File: src/rtl/debounce_filter.sv
// Multi-channel push-button debouncer with press/release strobes.
// Raw inputs are synchronised, then filtered by a per-channel settle counter.
module debounce_filter #(
    parameter int NUM_SWITCHES   = 4,
    parameter int DEBOUNCE_LIMIT = 250000
) (
    input  logic                    i_Clk,
    input  logic                    i_Reset,
    input  logic [NUM_SWITCHES-1:0] i_Switch,
    output logic [NUM_SWITCHES-1:0] o_Switch,
    output logic [NUM_SWITCHES-1:0] o_Press,
    output logic [NUM_SWITCHES-1:0] o_Release
);

    localparam int CW = $clog2(DEBOUNCE_LIMIT);
    localparam logic [CW-1:0] CNT_MAX = CW'(DEBOUNCE_LIMIT - 1);

    typedef enum logic {
        STABLE,
        SETTLING
    } state_t;

    logic [NUM_SWITCHES-1:0] sync1;
    logic [NUM_SWITCHES-1:0] sync2;

    // Two-flop synchroniser for the asynchronous switch levels
    always_ff @(posedge i_Clk) begin
        if (i_Reset) begin
            sync1 <= '0;
            sync2 <= '0;
        end else begin
            sync1 <= i_Switch;
            sync2 <= sync1;
        end
    end

    for (genvar n = 0; n < NUM_SWITCHES; n++) begin : g_chan
        state_t        state;
        state_t        state_nxt;
        logic [CW-1:0] count;
        logic [CW-1:0] count_nxt;
        logic          level;
        logic          level_nxt;
        logic          press;
        logic          press_nxt;
        logic          rel;
        logic          rel_nxt;

        // Channel state, counter and registered outputs
        always_ff @(posedge i_Clk) begin
            if (i_Reset) begin
                state <= STABLE;
                count <= '0;
                level <= 1'b0;
                press <= 1'b0;
                rel   <= 1'b0;
            end else begin
                state <= state_nxt;
                count <= count_nxt;
                level <= level_nxt;
                press <= press_nxt;
                rel   <= rel_nxt;
            end
        end

        // Next state: count mismatching cycles, accept at the limit
        always_comb begin
            state_nxt = state;
            count_nxt = count;
            level_nxt = level;
            press_nxt = 1'b0;
            rel_nxt   = 1'b0;
            unique case (state)
                STABLE: begin
                    if (sync2[n] != level) begin
                        state_nxt = SETTLING;
                        count_nxt = CW'(1);
                    end
                end
                SETTLING: begin
                    if (sync2[n] == level) begin
                        state_nxt = STABLE;
                        count_nxt = '0;
                    end else if (count == CNT_MAX) begin
                        state_nxt = STABLE;
                        count_nxt = '0;
                        level_nxt = sync2[n];
                        press_nxt = sync2[n];
                        rel_nxt   = ~sync2[n];
                    end else begin
                        count_nxt = count + CW'(1);
                    end
                end
            endcase
        end

        assign o_Switch[n]  = level;
        assign o_Press[n]   = press;
        assign o_Release[n] = rel;
    end

endmodule

File: config.mk
export PLATFORM = sky130hd
export DESIGN_NAME = debounce_filter
export DESIGN_NICKNAME = d
export VERILOG_FILES = /design/src/rtl/debounce_filter.sv
export SDC_FILE = /design/constraint.sdc
export NUM_CORES = 1
export LEC_CHECK = 0
export BUFFER_PORTS_ARGS = -buffer_cell sky130_fd_sc_hd__buf_2
export CAP_MARGIN = 15
export CORE_AREA = 5 5 109 111
export CTS_CLUSTER_DIAMETER = 40
export CTS_CLUSTER_SIZE = 8
export DETAILED_ROUTE_END_ITERATION = 7
export DIE_AREA = 0 0 114 116
export HOLD_SLACK_MARGIN = 0.05
export PLACE_DENSITY = 0.73
export SETUP_SLACK_MARGIN = 0.3
export SKIP_LAST_GASP = 1
export SLEW_MARGIN = 20
export SYNTH_ARGS = -nofsm -noshare
export SYNTH_HDL_FRONTEND = slang
export SYNTH_SLANG_ARGS = --single-unit
File: constraint.sdc
create_clock -name i_Clk -period 2.1 [get_ports i_Clk]
set_clock_uncertainty 0.15 [all_clocks]
set_input_delay 0.315 -clock i_Clk [delete_from_list [all_inputs] [get_ports i_Clk]]
set_output_delay 0.315 -clock i_Clk [all_outputs]
set_load 0.02 [all_outputs]
# Yosys cells after proc, flatten, opt, wreduce, memory -nomap -nowiden
# Index checks and enable logic that the tools add are counted.
# totals
reg_bits	96
in_bits	6
out_inout_bits	12
wordCells	98
# classes
n_addsub	4
n_eq_ne	16
muxes	32
bitwise	16
reduce_logical	8
# op_table
op	count
2-to-1 mux 18 bit	12
case mux 18 bit (2 select lines)	4
adder 18 x 1 -> 18 bit (second input constant)	4
== test 18 bit (second input constant)	4
inverter 1 bit	16
OR reduction 4 bit	4
2-to-1 mux 1 bit	12
AND reduction 3 bit	4
!= test 2 bit (second input constant)	4
case mux 1 bit (2 select lines)	4
== test 1 bit	4
!= test 1 bit	4

# Logic depth before layout (Yosys ltp)
# Gate-level depths: netlist (run 1).
# depth
word_depth	4
depth_mapped	8
ltp_nobuf	6

# Worst setup path after synthesis (run 1)
# Ideal clock, no wire load.
# synth_path
path_kind	register to register
from	reg g_chan[2].count[0]
to	reg g_chan[2].count[11]
setup_ns	0.124
arrival_ns	1.759
required_time_ns	1.826
setup_slack_ns	0.068
stages_incl_launch_ff	9
path_buffers	2
period_less_slack_ns	2.032
cell_sequence	dfxtp_1 > ha_1 > nand3_1 > nor4_1 > a211oi_1 > buf_2 > buf_4 > a31oi_1 > o31ai_1
# synth_between
elab_chain_cells	4
word_cells_on_any_way	5
classes_between	1 x add/sub; 1 x eq/ne; 3 x mux
# synth_lines
element	line_no	rtl
start: declaration	40	logic [CW-1:0] count;
start signal: assignment	59	count <= count_nxt;
adder 18 x 1 -> 18 bit or == test 18 bit (tied branches)	91, 84	
2-to-1 mux 18 bit (*)	84	end else if (count == CNT_MAX) begin
2-to-1 mux 18 bit (*)	81	if (sync2[n] == level) begin
case mux 18 bit (2 select lines) (*)	73	unique case (state)
# Every way passes the cells marked *; elsewhere a longest branch is shown, timed or not.
# A chain may end at the register's enable or synchronous reset.

# Worst setup path in the final report (run 1)
# layout_path
from	reg g_chan[0].count[0]
to	reg g_chan[0].count[0]
# layout_between
elab_chain_cells	4
word_cells_on_any_way	5
classes_between	1 x add/sub; 1 x eq/ne; 3 x mux
# layout_lines
element	line_no
start: declaration	40
start signal: assignment	59
adder 18 x 1 -> 18 bit or == test 18 bit (tied branches)	91, 84
2-to-1 mux 18 bit (*)	84
2-to-1 mux 18 bit (*)	81
case mux 18 bit (2 select lines) (*)	73
# Marks and branches as above.

==> results of run 1 <==
[worst reg2reg max path, stage by stage (launching register included)]
cell and delay [ns]:
dfxtp_2 0.38, ha_4 0.16, buf_6 0.10, and4b_1 0.23, nand4_1 0.15, buf_4 0.18
buf_4 0.12, nor3_1 0.16, o21ai_0 0.11, o211a_1 0.15
[cell usage after synthesis, types with 11 or more instances]
library cell   n  area share
nor4b_1       11       0.020
a31oi_1       24       0.032
nand3_1       45       0.048
and3_1        22       0.029
o21ai_0       21       0.022
a22o_1        12       0.022
nor3_1        16       0.017
a21oi_1       26       0.028
nand4_1       20       0.027
buf_4         15       0.024
nor2_1        32       0.026
nand2_1       64       0.051
dfxtp_1       96        0.41
[sequential cells by signal, summed over array words and instances (netlist names)]
signal / flops
g_chan.count: 72
g_chan.level: 4
g_chan.press: 4
g_chan.rel: 4
g_chan.state: 4
sync1: 4
sync2: 4
[timing repair]
action                                  in CTS  in global routing
pin swaps                                   27                 49
setup buffers                               24                 28
endpoints found under the setup margin      60                 73
resized for setup                           60                115
endpoints found under the hold margin        4                  0
hold buffers                                 4                  0
cloned                                       2                  3
[final cells by class]
type,instances,area share
clock buffers,13,0.0261
repair buffers,116,0.151
well taps,140,0.0270
clock inverters,3,0.00367
flip-flops and latches,96,0.308
inverters,7,0.00406
multi-input cells,420,0.480
[power groups by stage]
stage | Sequential, mW | Clock (mW) | Combinational (mW)
final | 1.84 | 1.20 | 0.148
after global routing | 1.84 | 1.30 | 0.160
after CTS | 1.85 | 1.22 | 0.133
after detailed placement | 1.89 | 0 | 0.116
after global placement | 1.89 | 0 | 0.113
after floorplan | 1.88 | 0 | 0.0715
[routing by layer]
layer  routed length (µm)  global-route usage  vias to the layer above
met3                  644              0.0366                       28
li1                     -                   -                     2249
met1                 5470               0.223                     2237
met2                 6100               0.292                      165
met5                    0                   0                        -
met4                  328              0.0855                        0
[worst paths after layout]
| kind | startpoint | end | slack (ns) | cells after the start |
|---|---|---|---|---|
| min | i_Reset | g_chan[2].count[1] | 0.23 | 3 |
| min reg2reg | sync1[3] | sync2[3] | 0.31 | 1 |
| max | g_chan[0].count[0] | g_chan[0].count[0] | 0.1 | 9 |
| max reg2reg | g_chan[0].count[0] | g_chan[0].count[0] | 0.1 | 9 |
[through the flow]
step | cells | util | setup TNS, ns
floorplan | 556 | - | 0
global placement | 718 | 0.482 | -0.00165
detailed placement | 718 | 0.482 | -0.175
CTS | 764 | 0.543 | 0
global route | 795 | 0.605 | 0
finish | 795 | 0.605 | 0
[logic make-up after synthesis]
logic type | after synthesis | share of synthesized area
xor gates and xnor gates | 13 | 0.0258
muxes | 8 | 0.0170
DFF | 96 | 0.408
AOI/OAI and AO/OA | 120 | 0.172
adders and majority gates | 4 | 0.0106
buffers and inverters | 41 | 0.0505
and+or+nand+nor | 274 | 0.316
==> flow_metrics.env, run 1 <==
export IMPL_status="finished clean"
export IMPL_async_reset_ff_frac=0
export IMPL_routed_wl_mm=12.5
export IMPL_synth_seq_cells=96
export IMPL_cts_tree="built"
export IMPL_dr_pass1_iters=5
export IMPL_fp_row_count=38
export IMPL_final_seq_area_um2=2000
export IMPL_post_dp_cell_area_um2=5150
export IMPL_powerDensity_nw_per_um2=492
export IMPL_avgSynthCellArea_um2=8.47
export IMPL_cpPeakStageDelay_ns=0.38
export IMPL_diodes=0
export IMPL_design_area_um2=6480
export IMPL_cp_end_kind="flop"
export IMPL_finalHoldViolCount=0
export IMPL_p_int_mw=2.42
export IMPL_cpMostUsedCell="buf_4"
export IMPL_vdd_drop_max_mv=0.418
export IMPL_first_global_vias=4272
export IMPL_synthCells=556
export IMPL_grt_max_degree=31
export IMPL_fp_dieW_um=114
export IMPL_crit_arrival_ns=2.11
export IMPL_clockPowerShare=0.377
export IMPL_rsz0062_at_grt="yes"
export IMPL_worst_setup_path_type="reg2reg"
export IMPL_synth_edf_count=0
export IMPL_path_clk_slew_ns=0.09
export IMPL_cp_num_buf_inv=3
export IMPL_cp_cell_sequence="ha_4, buf_6, and4b_1, nand4_1, buf_4, buf_4, nor3_1, o21ai_0, o211a_1"
export IMPL_fmax_mhz=499
export IMPL_detail_route_antenna_nets=0
export IMPL_crit_path_top_delay_cell="dfxtp_2"
export IMPL_grt_pass1_wl_mm=19.4
export IMPL_setup_slack_ns=0.0979
export IMPL_slew_viol_final=0
export IMPL_synth_flop_cell="dfxtp_1"
export IMPL_final_common_cell="buf_4"
export IMPL_cts_htree_levels=3
export IMPL_ys_types=56
export IMPL_finalSetupViolCount=0
export IMPL_path_max_fanout=3
export IMPL_io_buffers=17
export IMPL_worstMarginPinSlew_ns=0.503
export IMPL_cp_top_family="simple AND/OR/NAND/NOR gates"
export IMPL_fillers=815
export IMPL_vias=4679
export IMPL_layout_common_cells="buf_4, nand2_1, dfxtp_1, dfxtp_2"
export IMPL_seq_area_frac_synth=0.408
export IMPL_slew_headroom=0.663
export IMPL_multi_input_area_um2=3110
export IMPL_dp_hpwl_mm=7.36
export IMPL_fp_dieH_um=116
export IMPL_floorplan_initialDensity=0.440
export IMPL_syn_nets=566
export IMPL_remaining_drc_errors=0
export IMPL_gp_congestion=0.857
export IMPL_yosys_warnings=0
export IMPL_maxCapViolations=0
export IMPL_dieArea_um2=13200
export IMPL_core_um2=10700
export IMPL_grt_overflow=0
export IMPL_root_buffer="clkbuf_8"
export IMPL_fin_crit_sh=0.953
export IMPL_clockBufferDepth=2
export IMPL_drive_gt1_frac=0.391
export IMPL_p_sw_frac=0.242
export IMPL_first_iter_violations=300
export IMPL_post_place_ws_ns=-0.113
export IMPL_grt_use_total=0.177
export IMPL_antenna_found_initial=0
export IMPL_comb_power_share=0.047
export IMPL_cp_start_kind="flop"
export IMPL_syn_area_um2=4710
export IMPL_finalPower_mw=3.19
export IMPL_cts_sinks=96
export IMPL_fin_crit_ns=2.00
export IMPL_clock_latency_ns=0.37
export IMPL_wire_per_inst_um=15.8
export IMPL_areaGrowthSynthToFinish_pct=37.6
export IMPL_via_per_inst=5.89
export IMPL_pwr_share_seq=0.577
export IMPL_io_pins=18
export IMPL_leakage_nw=2.43
export IMPL_hold_ws_ns=0.229
export IMPL_hold_class="in2reg"
export IMPL_cp_required_ns=2.21
export IMPL_power_switching_mw=0.772
export IMPL_cts_buffers=9
export IMPL_nets=660
Note: power is estimated with default switching activity, not from simulation.
==> run 2: changes to the inputs <==
--- a/config.mk
+++ b/config.mk
@@ -8,11 +8,11 @@
 export BUFFER_PORTS_ARGS = -buffer_cell sky130_fd_sc_hd__buf_2
 export CAP_MARGIN = 15
-export CORE_AREA = 5 5 109 111
+export CORE_AREA = 5 5 115 117
 export CTS_CLUSTER_DIAMETER = 40
 export CTS_CLUSTER_SIZE = 8
 export DETAILED_ROUTE_END_ITERATION = 7
-export DIE_AREA = 0 0 114 116
+export DIE_AREA = 0 0 120 122
 export HOLD_SLACK_MARGIN = 0.05
-export PLACE_DENSITY = 0.73
+export PLACE_DENSITY = 0.68
 export SETUP_SLACK_MARGIN = 0.3
 export SKIP_LAST_GASP = 1
==> constraint.sdc (replaced) <==
create_clock -name i_Clk -period 2.1 [get_ports i_Clk]
set_clock_uncertainty 0.15 [all_clocks]
set_input_delay 0.42 -clock i_Clk [delete_from_list [all_inputs] [get_ports i_Clk]]
set_output_delay 0.42 -clock i_Clk [all_outputs]
set_load 0.02 [all_outputs]
==> run 2 against run 1 <==
Count of clock-buffer cells in the layout decreased by 2; flip-flop and latch count unchanged; power increased by 18%; clock power increased by 48%; first-iteration DRC count increased by 27%; highest routed layer unchanged.
==> flow_metrics.env, run 2 (same netlist as run 1, synthesis figures left out) <==
export IMPL_fp_row_count=41
export IMPL_fin_crit_ns=2.01
export IMPL_crit_arrival_ns=2.10
export IMPL_io_pins=18
export IMPL_post_place_ws_ns=-0.166
export IMPL_hold_ws_ns=0.151
export IMPL_drive_gt1_frac=0.349
export IMPL_worst_setup_path_type="reg2reg"
export IMPL_top_register="g_chan.count"
export IMPL_globalRouteMet3Util=0.0269
export IMPL_first_global_vias=4188
export IMPL_final_common_cell="dfxtp_1"
export IMPL_leakage_nw=2.45
export IMPL_final_seq_area_um2=1970
export IMPL_cp_required_ns=2.19
export IMPL_gp_congestion=0.874
export IMPL_worstMarginPinSlew_ns=0.379
export IMPL_rsz0062_at_grt="yes"
export IMPL_finalSetupViolCount=0
export IMPL_cts_sinks=96
export IMPL_dp_cells=727
export IMPL_slew_viol_final=0
export IMPL_hp_start="i_Switch[3]"
export IMPL_busiest_layer="met2"
export IMPL_path_clk_slew_ns=0.07
export IMPL_diodes=0
export IMPL_finalHoldViolCount=0
export IMPL_dr_pass1_iters=6
export IMPL_vias=4530
export IMPL_root_buffer="clkbuf_16"
export IMPL_remaining_drc_errors=0
export IMPL_fin_crit_sh=0.956
export IMPL_use_met2=0.271
export IMPL_fillers=1053
export IMPL_core_um2=12300
export IMPL_slew_headroom=0.745
export IMPL_routed_wl_mm=12.5
export IMPL_setup_slack_ns=0.0926
export IMPL_grt_max_degree=36
export IMPL_fmax_mhz=498
export IMPL_layout_common_cells="dfxtp_1, nand2_1, buf_4"
export IMPL_hold_class="in2reg"
export IMPL_io_buffers=17
export IMPL_via_per_inst=5.78
export IMPL_dp_hpwl_mm=7.38
export IMPL_cp_end_kind="flop"
export IMPL_finalNonFillerCells=784
export IMPL_crit_start="g_chan[1].count[0]"
export IMPL_status="finished clean"
export IMPL_areaGrowthSynthToFinish_pct=36.0
export IMPL_grt_pass1_wl_mm=19.4
export IMPL_grt_overflow=0
export IMPL_first_iter_violations=382
export IMPL_maxCapViolations=0
export IMPL_clockBufferDepth=2
export IMPL_cts_buffers=9
export IMPL_fp_dieH_um=122
export IMPL_floorplan_initialDensity=0.384
export IMPL_antenna_found_initial=0
export IMPL_powerDensity_nw_per_um2=589
export IMPL_grt_use_total=0.160
export IMPL_cts_tree="built"
export IMPL_clock_latency_ns=0.34
export IMPL_cts_htree_levels=3
export IMPL_path_max_fanout=6
export IMPL_grt_use_met1=0.201
export IMPL_vdd_drop_max_mv=0.387
export IMPL_largest_register_ffs=72
export IMPL_detail_route_antenna_nets=0
export IMPL_nets=639
export IMPL_cp_start_kind="flop"
export IMPL_finalSetupTns_ns=0
export IMPL_multi_input_area_um2=3080
export IMPL_ctsHoldBuffers=0
export IMPL_worstReg2RegStart="g_chan[1].count[0]"
export IMPL_fp_dieW_um=120
export IMPL_dieArea_um2=14600
export IMPL_wire_per_inst_um=16.0
## run 2: changes by cell type in the layout (fill, tap and decap cells not counted), moves of 3 or more
cell / change
a21oi_4: +3
buf_4: -21
clkbuf_8: -11
nor4b_4: -3
dfxtp_1: +9
buf_6: +4
clkbuf_16: +9
dfxtp_4: -7
dlygate4sd3_1: -4
## run 2: worst max-delay path: stages (launching register included)
cell and delay (ns):
dfxtp_2 0.39, ha_4 0.17, nand3_2 0.12, nor4_4 0.38, a31oi_4 0.19, buf_6 0.17, a21o_1 0.15, a22o_1 0.17
## run 2: final cells by class
cell class / count / share of cell area
Inverter: 7 / 0.00410
Sequential cell: 96 / 0.307
Tap cell: 150 / 0.0293
Timing Repair Buffer: 94 / 0.128
Clock inverter: 5 / 0.0123
Multi-Input combinational cell: 421 / 0.481
Clock buffer: 11 / 0.0379
## run 2: timing repair
action | CTS | global route
pin swaps | 22 | 46
gates resized for setup | 54 | 103
gates cloned | 2 | 6
setup buffers | 12 | 21
setup endpoints to repair | 58 | 73
## run 2: path summary, 6_finish.rpt
path / end / slack [ns] / cells past startpoint
worst max-delay path: g_chan[1].count[7] / 0.09 / 7
worst min-delay path: sync1[3] / 0.15 / 2
worst max register to register: g_chan[1].count[7] / 0.09 / 7
worst min register to register: sync2[1] / 0.31 / 1
## run 2: layer usage
metal	wire length, µm	share of wire	vias to the layer above
met4	225	0.018	0
met1	5540	0.44	2174
met3	457	0.036	21
li1	-	-	2211
met2	6320	0.50	124
met5	0	0	-
## run 2: stage by stage
step	total power [mW]	util	cell area (µm²)
floorplan	1.96	-	4780
global placement	2.00	0.421	5160
detailed placement	2.01	0.421	5160
CTS	3.79	0.473	5800
global route	3.91	0.522	6400
finish	3.77	0.522	6400
## run 2: where the power goes
group          switching, mW  internal (mW)
Clock                  0.707           1.08
Combinational         0.0819         0.0562
Sequential            0.0152           1.83
Total                  0.804           2.97
